`src/rtl/student_i2s_tx_pkg.sv`:
```
// Shared types for the I2S transmitter: FSM state encoding and frame-length helper.
package student_i2s_tx_pkg;

    typedef enum logic [1:0] {
        IDLE = 2'd0,
        FILL = 2'd1,
        RUN  = 2'd2
    } i2s_tx_state_e;

    localparam int SLOT_WIDTH_DEFAULT = 32;
    localparam int FRAME_BITS         = 2 * SLOT_WIDTH_DEFAULT;

    function automatic int frame_bits(input int slot_width);
        return 2 * slot_width;
    endfunction

endpackage

```
`src/rtl/student_sync_fifo.sv`:
```
// Pointer-based synchronous FIFO with registered occupancy; a pop frees room for a same-cycle push.
module student_sync_fifo #(
    parameter int DATA_WIDTH = 24,
    parameter int FIFO_DEPTH = 8
) (
    input  logic                          clk_i,
    input  logic                          rst_ni,
    input  logic                          i_wr_en,
    input  logic [DATA_WIDTH-1:0]         i_wr_data,
    input  logic                          i_rd_en,
    output logic [DATA_WIDTH-1:0]         o_rd_data,
    output logic                          o_full,
    output logic                          o_empty,
    output logic [$clog2(FIFO_DEPTH):0]   o_level
);

    localparam int AW = $clog2(FIFO_DEPTH);
    localparam int LW = AW + 1;

    logic [DATA_WIDTH-1:0] r_mem [FIFO_DEPTH];
    logic [AW-1:0]         r_wr_ptr;
    logic [AW-1:0]         r_rd_ptr;
    logic [LW-1:0]         r_level;
    logic                  w_push;
    logic                  w_pop;

    assign o_full    = (r_level == LW'(FIFO_DEPTH));
    assign o_empty   = (r_level == '0);
    assign w_pop     = i_rd_en && !o_empty;
    assign w_push    = i_wr_en && (!o_full || w_pop);
    assign o_rd_data = r_mem[r_rd_ptr];
    assign o_level   = r_level;

    always_ff @(posedge clk_i or negedge rst_ni) begin
        if (!rst_ni) begin
            r_wr_ptr <= '0;
            r_rd_ptr <= '0;
            r_level  <= '0;
        end else begin
            if (w_push) r_wr_ptr <= r_wr_ptr + AW'(1);
            if (w_pop)  r_rd_ptr <= r_rd_ptr + AW'(1);
            case ({w_push, w_pop})
                2'b10:   r_level <= r_level + LW'(1);
                2'b01:   r_level <= r_level - LW'(1);
                default: r_level <= r_level;
            endcase
        end
    end

    // Storage carries no reset; occupancy alone decides what is valid.
    always_ff @(posedge clk_i) begin
        if (w_push) r_mem[r_wr_ptr] <= i_wr_data;
    end

endmodule

```
`src/rtl/student_i2s_tx.sv`:
```
// Philips I2S master playing a mono FIR sample stream on both slots, buffered by a small FIFO.
// Optional underrun counter port enabled by defining STUDENT_I2S_TX_UNDERRUN_CNT_EN.
module student_i2s_tx
    import student_i2s_tx_pkg::*;
#(
    parameter int DATA_WIDTH = 24,
    parameter int SLOT_WIDTH = 32,
    parameter int FIFO_DEPTH = 8,
    parameter int CLK_DIV    = 2
) (
    input  logic                          clk_i,
    input  logic                          rst_ni,
    input  logic                          sample_valid_i,
    input  logic [DATA_WIDTH-1:0]         sample_i,
    input  logic                          enable_i,
    output logic                          sck_o,
    output logic                          ws_o,
    output logic                          sd_o,
    output logic [$clog2(FIFO_DEPTH):0]   fifo_level_o,
    output logic                          overflow_o,
    output logic                          underrun_o
`ifdef STUDENT_I2S_TX_UNDERRUN_CNT_EN
    ,
    output logic [15:0]                   underrun_cnt_o
`endif
);

    localparam int LW    = $clog2(FIFO_DEPTH) + 1;
    localparam int FRAME = frame_bits(SLOT_WIDTH);
    localparam int BCW   = $clog2(FRAME);
    localparam int DIVW  = (CLK_DIV > 1) ? $clog2(CLK_DIV) : 1;

    i2s_tx_state_e         r_state;
    i2s_tx_state_e         w_next_state;

    logic [DIVW-1:0]       r_div;
    logic                  r_sck;
    logic                  r_first;
    logic [BCW-1:0]        r_bitcnt;
    logic [DATA_WIDTH-1:0] r_shreg;
    logic                  r_ws;
    logic                  r_sd;
    logic                  r_overflow;
    logic                  r_underrun;

    logic                  w_full;
    logic                  w_empty;
    logic [LW-1:0]         w_level;
    logic [DATA_WIDTH-1:0] w_rd_data;

    logic                  w_div_wrap;
    logic                  w_sck_fall;
    logic [BCW-1:0]        w_bitcnt_next;
    logic                  w_frame_start;
    logic                  w_stop;
    logic                  w_pop;
    logic                  w_underrun_set;
    logic                  w_ws_next;
    logic [BCW-1:0]        w_k;
    logic                  w_sd_next;

    student_sync_fifo #(
        .DATA_WIDTH (DATA_WIDTH),
        .FIFO_DEPTH (FIFO_DEPTH)
    ) u_fifo (
        .clk_i     (clk_i),
        .rst_ni    (rst_ni),
        .i_wr_en   (sample_valid_i),
        .i_wr_data (sample_i),
        .i_rd_en   (w_pop),
        .o_rd_data (w_rd_data),
        .o_full    (w_full),
        .o_empty   (w_empty),
        .o_level   (w_level)
    );

    always_ff @(posedge clk_i or negedge rst_ni) begin
        if (!rst_ni) r_state <= IDLE;
        else         r_state <= w_next_state;
    end

    always_comb begin
        w_next_state = r_state;
        case (r_state)
            IDLE: if (enable_i) w_next_state = FILL;
            FILL: begin
                if (!enable_i)                              w_next_state = IDLE;
                else if (w_level >= LW'(FIFO_DEPTH / 2))    w_next_state = RUN;
            end
            RUN:  if (w_stop) w_next_state = IDLE;
            default: w_next_state = IDLE;
        endcase
    end

    // The first falling edge of a run is itself a frame start, so bitcnt stays at 0 there.
    always_comb begin
        w_div_wrap     = (r_div == DIVW'(CLK_DIV - 1));
        w_sck_fall     = (r_state == RUN) && w_div_wrap && r_sck;
        if (r_first || (r_bitcnt == BCW'(FRAME - 1))) w_bitcnt_next = '0;
        else                                          w_bitcnt_next = r_bitcnt + BCW'(1);
        w_frame_start  = w_sck_fall && (w_bitcnt_next == '0);
        w_stop         = w_frame_start && !enable_i;
        w_pop          = w_frame_start && enable_i && !w_empty;
        w_underrun_set = w_frame_start && enable_i && w_empty;
        w_ws_next      = (w_bitcnt_next >= BCW'(SLOT_WIDTH));
        w_k            = w_ws_next ? (w_bitcnt_next - BCW'(SLOT_WIDTH)) : w_bitcnt_next;
        w_sd_next      = 1'b0;
        for (int i = 0; i < DATA_WIDTH; i++) begin
            if (w_k == BCW'(DATA_WIDTH - i)) w_sd_next = r_shreg[i];
        end
    end

    // Serializer: everything visible changes only on the clk edge where SCK falls.
    always_ff @(posedge clk_i or negedge rst_ni) begin
        if (!rst_ni) begin
            r_div      <= '0;
            r_sck      <= 1'b0;
            r_first    <= 1'b1;
            r_bitcnt   <= '0;
            r_shreg    <= '0;
            r_ws       <= 1'b0;
            r_sd       <= 1'b0;
            r_overflow <= 1'b0;
            r_underrun <= 1'b0;
        end else begin
            r_overflow <= sample_valid_i && w_full && !w_pop;
            r_underrun <= w_underrun_set;
            if ((r_state != RUN) || w_stop) begin
                r_div    <= '0;
                r_sck    <= 1'b0;
                r_first  <= 1'b1;
                r_bitcnt <= '0;
                r_ws     <= 1'b0;
                r_sd     <= 1'b0;
            end else begin
                r_div <= w_div_wrap ? '0 : r_div + DIVW'(1);
                if (w_div_wrap) r_sck <= !r_sck;
                if (w_sck_fall) begin
                    r_first  <= 1'b0;
                    r_bitcnt <= w_bitcnt_next;
                    r_ws     <= w_ws_next;
                    r_sd     <= w_sd_next;
                end
                if (w_frame_start) r_shreg <= w_empty ? '0 : w_rd_data;
            end
        end
    end

`ifdef STUDENT_I2S_TX_UNDERRUN_CNT_EN
    logic [15:0] r_underrun_cnt;

    always_ff @(posedge clk_i or negedge rst_ni) begin
        if (!rst_ni)                                         r_underrun_cnt <= '0;
        else if (w_underrun_set && (r_underrun_cnt != 16'hFFFF)) r_underrun_cnt <= r_underrun_cnt + 16'd1;
    end

    assign underrun_cnt_o = r_underrun_cnt;
`endif

    assign sck_o        = r_sck;
    assign ws_o         = r_ws;
    assign sd_o         = r_sd;
    assign fifo_level_o = w_level;
    assign overflow_o   = r_overflow;
    assign underrun_o   = r_underrun;

endmodule

```
`config.mk`:
```
export PLATFORM = sky130hd
export DESIGN_NAME = student_i2s_tx
export DESIGN_NICKNAME = d
export VERILOG_FILES = /design/src/rtl/student_i2s_tx_pkg.sv /design/src/rtl/student_sync_fifo.sv /design/src/rtl/student_i2s_tx.sv
export SDC_FILE = /design/constraint.sdc
export NUM_CORES = 1
export LEC_CHECK = 0
export ABC_CLOCK_PERIOD_IN_PS = 5780
export BUFFER_PORTS_ARGS = -buffer_cell sky130_fd_sc_hd__buf_2
export CORE_MARGIN = 5
export CORE_UTILIZATION = 30
export CTS_CLUSTER_DIAMETER = 60
export CTS_CLUSTER_SIZE = 28
export DETAILED_ROUTE_END_ITERATION = 8
export HOLD_SLACK_MARGIN = 0.08
export PLACE_DENSITY = 0.51
export SLEW_MARGIN = 20
export SYNTH_ARGS = -nofsm -noshare
export SYNTH_HDL_FRONTEND = slang
export SYNTH_HIERARCHICAL = 1
export SYNTH_SLANG_ARGS = --single-unit
```
`constraint.sdc`:
```
create_clock -name clk_i -period 5.78 [get_ports clk_i]
set_clock_uncertainty 0.2 [all_clocks]
set_input_delay 0.578 -clock clk_i [delete_from_list [all_inputs] [get_ports clk_i]]
set_output_delay 0.578 -clock clk_i [all_outputs]
set_load 0.05 [all_outputs]
```
Yosys cells after proc, flatten, opt, wreduce, memory -nomap -nowiden --
Memories as Yosys holds them, arrays and structs flattened. Index checks and enable logic that the tools add are counted.
Operators by class: bitwise logic cells 1, magnitude comparators 2, mux-type cells 47, equal/unequal tests 34, add/subtract/negate cells 7, reductions and logical operators 27
Operators by type and width (count):
- $eq 6x5->1 const B | 9
- $eq 6x4->1 const B | 8
- $mux 1 | 36
- $eq 6x3->1 const B | 4
- $mux 24 | 1
- $mux 6 | 4
- $eq 6x2->1 const B | 2
- $logic_and 1x1->1 | 11
- $mux 2 | 4
- $pmux 4 s2 | 1
- $add 3x1->3 const B | 2
- $add 6x1->6 const B | 1
- $eq 6x1->1 const B | 1
- $eq 6x6->1 const B | 1
- $ge 6x6->1 const B | 1
- $logic_not 6->1 | 1
- $ne 2x2->1 const B | 3
- $pmux 2 s3 | 1
- $reduce_bool 2->1 | 3
- $sub 6x6->6 const B | 1
- $logic_not 1->1 | 5
- $add 4x1->4 const B | 1
- $eq 2x1->1 const B | 2
- $eq 2x2->1 const B | 2
- 11 further kinds | 13
Storage, ports and cells: memories kept 1, flip-flop bits (word level) 49, bits of input ports 28, logic and storage cells 132, RAM bits 192, output and inout port bits 9
Memories:
- u_fifo.r_mem | depth 8, width 24, read ports 1, clocked after memory_dff 0, wr ports 1, RTL line student_sync_fifo.sv:20 | logic [DATA_WIDTH-1:0] r_mem [FIFO_DEPTH];

Longest topological paths before layout --
Gate-level depths: netlist of run 1.
depth after elaboration 32, gate-level depth with buffers 17, mapped depth without buffers 15

Hierarchy --
The synthesis of run 1 kept the hierarchy.
Modules (own cells, without submodules):
- student_sync_fifo | sequential area each 6015.8 µm², cells each 347, area an instance 7923.8 µm², times used 1
- student_i2s_tx | sequential area each 977.2 µm², cells each 268, area an instance 2193.4 µm², times used 1

Worst setup path before layout of run 1 --
OpenSTA, ideal clock, no wires.
kind flip-flop to flip-flop, start point register r_bitcnt[1], end point memory u_fifo.r_mem[0][0], enable pin, setup time 0.466 ns, stages on the path, launching flop included 13, buffers on the path 2, slack -0.072 ns, data required time 5.114 ns, data arrival time 5.186 ns, clock period less this slack 5.852 ns, path through dfrtp_1 -> ha_1 -> buf_2 -> or3_1 -> o31ai_1 -> a21oi_1 -> nor4_1 -> nand3_1 -> clkbuf_1 -> nor2_1 -> nand2b_1 -> o21ai_1 -> nor4_1
On the way: word-level cells in the longest chain between the ends 12, elaborated cells on any way between the ends 13, classes of those cells add/sub: 1; eq/ne: 1; mux: 3; reduce/logical: 8
Ends and longest elaborated chain:
- from (decl) | RTL line student_i2s_tx.sv:39 | logic [BCW-1:0] r_bitcnt;
- from (signal assigned) | RTL line student_i2s_tx.sv:140 | r_bitcnt <= w_bitcnt_next;
- parallel branches: the longest is 2 deep, another holds $add 6x1->6
- $mux 6 (*) | RTL line student_i2s_tx.sv:99 | if (r_first || (r_bitcnt == BCW'(FRAME - 1))) w_bitcnt_next = '0;
- $logic_not 6->1 (*) | RTL line student_i2s_tx.sv:101 | w_frame_start = w_sck_fall && (w_bitcnt_next == '0);
- $logic_and 1x1->1 (*) | RTL line student_i2s_tx.sv:101
- $logic_and 1x1->1 (*) (2 in series) | RTL line student_i2s_tx.sv:103 | w_pop = w_frame_start && enable_i && !w_empty;
- net w_pop | RTL line student_i2s_tx.sv:56 | logic w_pop;
- $logic_and 1x1->1 (*) | RTL line student_sync_fifo.sv:29 | assign w_pop = i_rd_en && !o_empty;
- $logic_or 1x1->1 (*) | RTL line student_sync_fifo.sv:30 | assign w_push = i_wr_en && (!o_full || w_pop);
- $logic_and 1x1->1 (*) | RTL line student_sync_fifo.sv:30
- $mux 1 (*) | RTL line student_sync_fifo.sv:52 | if (w_push) r_mem[r_wr_ptr] <= i_wr_data;
- $mux 1 (not written as such) (*) | RTL line student_sync_fifo.sv:52
- to (decl) | RTL line student_sync_fifo.sv:20
Mark *: on every way through the listed nets, which the timed path passes.

Worst setup path in the final report of run 1 --
start point register r_bitcnt[0], end point register u_fifo.r_level[3] (netlist: u_fifo/o_level[3])
On the way: word-level cells in the longest chain between the ends 12, elaborated cells on any way between the ends 15, classes of those cells add/sub: 1; eq/ne: 3; mux: 2; reduce/logical: 9
Ends and longest elaborated chain:
- parallel branches: the longest is 2 deep, another holds $add 6x1->6
- $mux 6 (*) | RTL line student_i2s_tx.sv:99
- $logic_not 6->1 (*) | RTL line student_i2s_tx.sv:101
- $logic_and 1x1->1 (*) | RTL line student_i2s_tx.sv:101
- $logic_and 1x1->1 (*) (2 in series) | RTL line student_i2s_tx.sv:103
- net w_pop | RTL line student_i2s_tx.sv:56
- $logic_and 1x1->1 (*) | RTL line student_sync_fifo.sv:29
- $logic_or 1x1->1 | RTL line student_sync_fifo.sv:30
- $logic_and 1x1->1 | RTL line student_sync_fifo.sv:30
- $eq 2x1->1 or $eq 2x2->1 (tied branches) | RTL line student_sync_fifo.sv:42 | case ({w_push, w_pop})
- $pmux 4 s2 or $reduce_bool 2->1 (tied branches)
- to (signal assigned) | RTL line student_sync_fifo.sv:43 | 2'b10: r_level <= r_level + LW'(1);
- to (signal assigned) | RTL line student_sync_fifo.sv:44 | 2'b01: r_level <= r_level - LW'(1);
- to (signal assigned) | RTL line student_sync_fifo.sv:45 | default: r_level <= r_level;
- to (decl) | RTL line student_sync_fifo.sv:23 | logic [LW-1:0] r_level;
Marks and branches as above. A chain may end at the register's enable or synchronous reset.

==> impl_metrics.tcl, run 1 <==
set metrics [dict create \
    antenna_found_initial 1 \
    insertion_delay_ps 540 \
    placeableCoreArea_mm2 0.0334 \
    synth_seq_cells 241 \
    synth.most_common_cell "edfxtp_1" \
    drive_gt1_share_pct 27.2 \
    grt_pass1_wl_um 32300 \
    synthArstFlopShare_pct 20.3 \
    worstMarginPinSlew_ps 954 \
    yosysSeqAreaShare_pct 69.1 \
    syn_area_mm2 0.0101 \
    ys_types 60 \
    nets 692 \
    status "complete, no violations" \
    synth_fp_nets 649 \
    cts_buffers 22 \
    die_h_um 194 \
    min_period_ps 5190 \
    synthTopCellsByCount "edfxtp_1 (192), nand2_1 (70), dfrtp_1 (48), mux4_2 (48), o21ai_0 (36)" \
    crit_type "reg2reg" \
    synth.area.top_cells "edfxtp_1 (57%), dfrtp_1 (12%), mux4_2 (11%)" \
    avgRoutedWirePerCell_um 18.1 \
    clk_pin_slew_worst_paths_ps 80 \
    hold_violations 0 \
    gp_congestion 0.894 \
    final_antenna_net_count 0 \
    worstRegToRegCells 15 \
    drv_cap 0 \
    drt_iter0_drc 375 \
    die_area_mm2 0.0375 \
    critical_path_arrival_ps 5430 \
    gr-usage-all-layers_pct 10.7 \
    dpl_cell_area_mm2 0.0108 \
    critPathRequiredTime_ps 6020 \
    synth_edf_count 192 \
    yosysTopAreaCell "edfxtp_1" \
    tns_ps 0 \
    final_cell_area_mm2 0.0116 \
    post-route-period-util_pct 89.8 \
    antenna-diode-count 0 \
    synth_flop_cell "edfxtp_1" \
    rows 67 \
    start_kind "register" \
    chipWidth_um 194 \
    cts-root-buf "clkbuf_16" \
    cts_resized 0 \
    cts_tree "done" \
    vias_per_cell 4.78 \
    yosysWarningCount 6 \
    min_path_cells 1 \
    peakVddDrop_mv 0.206 \
    syn2layout_area_growth_pct 14.8 \
    synth_area_per_cell_um2 16.5 \
    drc 0 \
    worstSetupEndpointType "register" \
    port-buffer-count 36 \
    drt-total-wl_um 20200 \
    ios 37 \
    fillers 3181 \
    netlist_instances 615 \
    cts_buffer_depth 3 \
    grt_max_degree 51 \
    fmax_ghz 0.193 \
    total_leakage_power_nw 4.00 \
    post-route-util_pct 34.7 \
    powerDensity_mw_per_mm2 462 \
    slew_headroom_pct 34.8 \
    htreeDepth 1 \
    dp_hpwl_um 12400 \
    first_pass_iters 5 \
    globalRouteOverflowTotal 0 \
    initial_core_util_pct 30.2 \
    crit_fanout 23 \
    slew_violations 0 \
    setup_violations 0 \
    synth_top_area_share_pct 57.0 \
    rsz0062_at_grt "false" \
    clock-sinks 241 \
    hp-class "in2reg" \
    vias 5359 \
    grt_pass1_vias 5603 \
]
[routing by layer]
metal / GRT usage, % / part of all wire [%]
met1: 14.9 / 46
met2: 17.6 / 48
met3: 2.24 / 4.3
met4: 2.12 / 2.0
met5: 0 / 0.049
[cell type report]
type / count / area, um^2 / area share, %
Tap cell: 448 / 561 / 4.82
Clock inverter: 17 / 209 / 1.80
Sequential cell: 241 / 7000 / 60.2
Timing Repair Buffer: 51 / 313 / 2.69
Multi-Input combinational cell: 331 / 2940 / 25.3
Clock buffer: 22 / 551 / 4.74
Inverter: 11 / 43.8 / 0.377
[placed cells by master (no fill, tap or decap), types with 16 or more instances in the layout]
cell type	instances
edfxtp_1	192
nand2_1	70
mux4_2	48
dfrtp_1	45
o21ai_0	36
buf_2	36
nor2_1	24
clkbuf_16	22
mux2_2	18
a21oi_1	16
[power breakdown]
| part | total (mW) | internal (mW) | switching, mW | leakage, nW |
|---|---|---|---|---|
| logic | 1.44 | 0.686 | 0.756 | 1.27 |
| registers | 2.45 | 2.20 | 0.242 | 2.36 |
| clock network | 1.48 | 0.782 | 0.696 | 0.368 |
| total | 5.37 | 3.67 | 1.69 | 4.00 |
[sequential cells by signal, indices dropped and copies added (netlist names)]
name / flops
sck_o: 1
r_bitcnt: 6
r_shreg: 24
u_fifo/o_level: 4
overflow_o: 1
r_first: 1
u_fifo/r_wr_ptr: 3
sd_o: 1
u_fifo/r_mem: 192
r_state: 2
u_fifo/r_rd_ptr: 3
ws_o: 1
r_div: 1
underrun_o: 1
[logic make-up (layout without fill, tap and decap cells)]
kind of cell	Yosys count	count (layout)	synth area share (%)
AO/OA/AOI/OAI	81	81	5.16
XOR/XNOR	13	13	1.13
adder cells (fa/ha/maj)	6	6	0.816
buffers and inverters	43	101	2.21
flip-flops	241	241	69.1
multiplexers	80	80	14.6
AND/OR/NAND/NOR	151	151	7.00
[stage by stage]
stage / power, mW / worst slack [ps] / cells / hold WS (ps)
6_report: 5.37 / 590 / 1121 / 108
2_1_floorplan: 3.52 / 524 / 615 / 82.4
3_5_place_dp: 3.94 / 694 / 1078 / 245
4_1_cts: 5.45 / 635 / 1120 / 85.1
5_1_grt: 5.68 / 176 / 1121 / 89.2
3_3_place_gp: 3.90 / 838 / 1078 / 233
[repair_timing]
action                                 CTS  global route
hold buffers                             3             0
endpoints found under the hold margin   56             0
buffers inserted                         0             0
[final timing paths]
kind	startpoint	to	slack (ps)
worst min register to register	r_state[1]	r_state[0]	260
min in group asynchronous	rst_ni	r_shreg[22]	500
worst min-delay path	sample_i[13]	u_fifo/r_mem[6][13]	110
worst max-delay path	r_bitcnt[0]	u_fifo/o_level[3]	590
worst max register to register	r_bitcnt[0]	u_fifo/o_level[3]	590
max in group asynchronous	rst_ni	u_fifo/r_rd_ptr[0]	4400
[critical path, cell delays in order (launching register included)]
cell and delay [ps]:
dfrtp_1 780, ha_1 520, nand2_1 100, o31ai_1 460, a21oi_1 170, nor4_1 470, nand3_1 190, nor2_1 530
o21ai_2 180, or2_2 350, inv_1 90, ha_1 240, or2_2 310, nand3_1 110, mux2_2 340, nand3b_1 80
Power figures use the tool's default switching activity.
==> inputs of run 2 (changes only) <==
--- a/config.mk
+++ b/config.mk
@@ -14,8 +14,8 @@
 export DETAILED_ROUTE_END_ITERATION = 8
 export HOLD_SLACK_MARGIN = 0.08
 export PLACE_DENSITY = 0.51
+export REMOVE_ABC_BUFFERS = 1
 export SLEW_MARGIN = 20
 export SYNTH_ARGS = -nofsm -noshare
 export SYNTH_HDL_FRONTEND = slang
-export SYNTH_HIERARCHICAL = 1
 export SYNTH_SLANG_ARGS = --single-unit
==> run 2 against run 1 <==
Effect of this change: sequential cell count is the same; highest routed layer unchanged; critical path depth down 2; worst setup slack improved by 450 ps; final area shrank 1.2%; combinational power down 45%; first-iteration DRC count rose by 1.3%; final cell count fell by 5.0%; count of clock-buffer cells in the layout fell by 3; critical endpoint is now u_fifo.o_level[3]; non-clock buffer count is 1 lower; power down 16%.
==> impl_metrics.tcl, run 2 <==
set metrics [dict create \
    slew_headroom_pct 38.1 \
    slowest_stage "dfrtp_1" \
    yosysTopAreaCell "edfxtp_1" \
    synth.area.top_cells "edfxtp_1 (58%), dfrtp_1 (12%), mux4_2 (11%)" \
    gp_congestion 0.947 \
    layout_commonest_cell "edfxtp_1" \
    nets 639 \
    fillers 3171 \
    crit_fanout 20 \
    syn_area_mm2 0.0100 \
    cts_buffer_depth 3 \
    initial_core_util_pct 30.1 \
    cts_buffers 19 \
    synthArstFlopShare_pct 20.3 \
    htreeDepth 1 \
    port-buffer-count 36 \
    start_kind "register" \
    synth_edf_count 192 \
    clk_pin_slew_worst_paths_ps 100 \
    ios 37 \
    post-route-util_pct 34.5 \
    synth_area_per_cell_um2 17.8 \
    final_cell_mix "edfxtp_1 (192), mux4_2 (49), dfrtp_1 (46)" \
    grt_pass1_wl_um 32100 \
    drc 0 \
    min_period_ps 4740 \
    final_cell_area_mm2 0.0115 \
    tns_ps 0 \
    synth_top_area_share_pct 57.6 \
    setup_violations 0 \
    vias 5214 \
    critPathMaxStageDelay_ps 700 \
    ys_types 59 \
    setup_ws_ps 1040 \
    yosysWarningCount 0 \
    rows 67 \
    gr-usage-all-layers_pct 11.3 \
    rsz0062_at_grt "false" \
    insertion_delay_ps 510 \
    cts-root-buf "clkbuf_16" \
    antenna_found_initial 2 \
    cts_resized 0 \
    cts_tree "done" \
    chipWidth_um 193 \
    synthTopCellsByCount "edfxtp_1 (192), mux4_2 (49), dfrtp_1 (48)" \
    vias_per_cell 4.90 \
    reg.largest.list "u_fifo.r_mem x192, r_shreg x24, r_bitcnt x6" \
    largest_register_ffs 192 \
    avgRoutedWirePerCell_um 19.4 \
    yosysSeqAreaShare_pct 69.8 \
    grt_max_degree 51 \
    ctsHoldBuffers 1 \
    synth.most_common_cell "edfxtp_1" \
    path_common_cell "ha_1" \
    synth_flop_cell "edfxtp_1" \
    cts_setup_buffers 0 \
    hp-class "in2reg" \
    placeableCoreArea_mm2 0.0333 \
    drive_gt1_share_pct 28.5 \
    stdcell_count 1065 \
    drt-total-wl_um 20600 \
    die_h_um 193 \
    synth_seq_cells 241 \
    worstMarginPinSlew_ps 928 \
    path_cells "ha_1, and3_1, mux2i_1, nand2_1, a211oi_2, o21ai_2, ha_1, ha_1, a21o_1, a21oi_1, xnor2_1, nor2_1, xor2_1" \
    hold_violations 0 \
    dp_hpwl_um 12000 \
    worstSetupEndpointType "register" \
    status "complete, no violations" \
    first_pass_iters 5 \
    pre_cts_ws_ps 1100 \
    drt_iter0_drc 380 \
    final_antenna_net_count 0 \
    critPathRequiredTime_ps 5960 \
    antenna-diode-count 0 \
    netlist_instances 564 \
    dpl_cell_area_mm2 0.0107 \
    globalRouteOverflowTotal 0 \
    powerDensity_mw_per_mm2 393 \
    die_area_mm2 0.0371 \
    grt_pass1_vias 5407 \
    peakVddDrop_mv 0.212 \
    fmax_ghz 0.211 \
    drv_cap 0 \
    crit_type "reg2reg" \
    total_leakage_power_nw 3.79 \
    critical_path_arrival_ps 4930 \
    syn2layout_area_growth_pct 14.7 \
    regMostFlops "u_fifo.r_mem" \
    post-route-period-util_pct 82.1 \
    slew_violations 0 \
    dp_cells 1029 \
    clock-sinks 241 \
]
[run 2: path summary, 6_finish.rpt]
check	cells past startpoint	slack (ps)	from	endpoint
hold reg to reg	1	260	r_state[1]	r_state[0]
setup reg to reg	13	1040	r_bitcnt[0]	u_fifo.o_level[3]
min in group asynchronous	3	530	rst_ni	u_fifo.o_level[1]
max in group asynchronous	3	4350	rst_ni	u_fifo.r_rd_ptr[0]
hold / removal	1	130	sample_i[21]	u_fifo.r_mem[0][21]
setup / recovery	13	1040	r_bitcnt[0]	u_fifo.o_level[3]
[run 2: power breakdown]
group	leakage, nW	switching, mW	internal, mW
sequential	2.35	0.133	2.15
combinational	1.10	0.489	0.299
clock	0.345	0.716	0.718
total	3.79	1.34	3.17
[run 2: kinds of logic (layout without fill, tap and decap cells)]
family,after synthesis,in the layout,synth area share [%]
buffers and inverters,42,95,2.12
multiplexers,83,83,14.5
XOR/XNOR,13,13,1.14
adder cells (fa/ha/maj),7,7,0.950
AO/OA/AOI/OAI,79,79,6.46
flip-flops,241,241,69.8
AND/OR/NAND/NOR,99,99,4.99
[run 2: layout make-up]
type / instances / area, um^2 / share of cell area (%)
sequential: 241 / 7000 / 61.0
tap: 448 / 561 / 4.88
inverter: 11 / 41.3 / 0.360
clock inverter: 15 / 238 / 2.07
timing repair buffer: 50 / 320 / 2.79
clock buffer: 19 / 475 / 4.14
multi-input combinational: 281 / 2850 / 24.8
[run 2: through the flow]
step / hold slack (ps) / power [mW]
after floorplan: 82.4 / 2.82
after global placement: 246 / 3.10
after detailed placement: 254 / 3.12
after CTS: 103 / 4.57
after global routing: 111 / 4.73
final: 129 / 4.51
[run 2: critical path, delay by kind of cell, from the launching register on]
| family | cells | cell delay (ps) |
|---|---|---|
| muxes | 1 | 490 |
| AOI/OAI and AO/OA | 4 | 1320 |
| xor gates and xnor gates | 2 | 290 |
| DFF | 1 | 700 |
| and+or+nand+nor | 3 | 680 |
| adders and majority gates | 3 | 970 |
[run 2: metal layers]
layer / track usage, % / vias to the layer above / share of wire (%)
li1: - / 2319 / -
met1: 15.9 / 2691 / 46
met2: 17.5 / 152 / 45
met3: 2.59 / 48 / 5.1
met4: 3.29 / 4 / 3.4
met5: 0 / - / 0.16
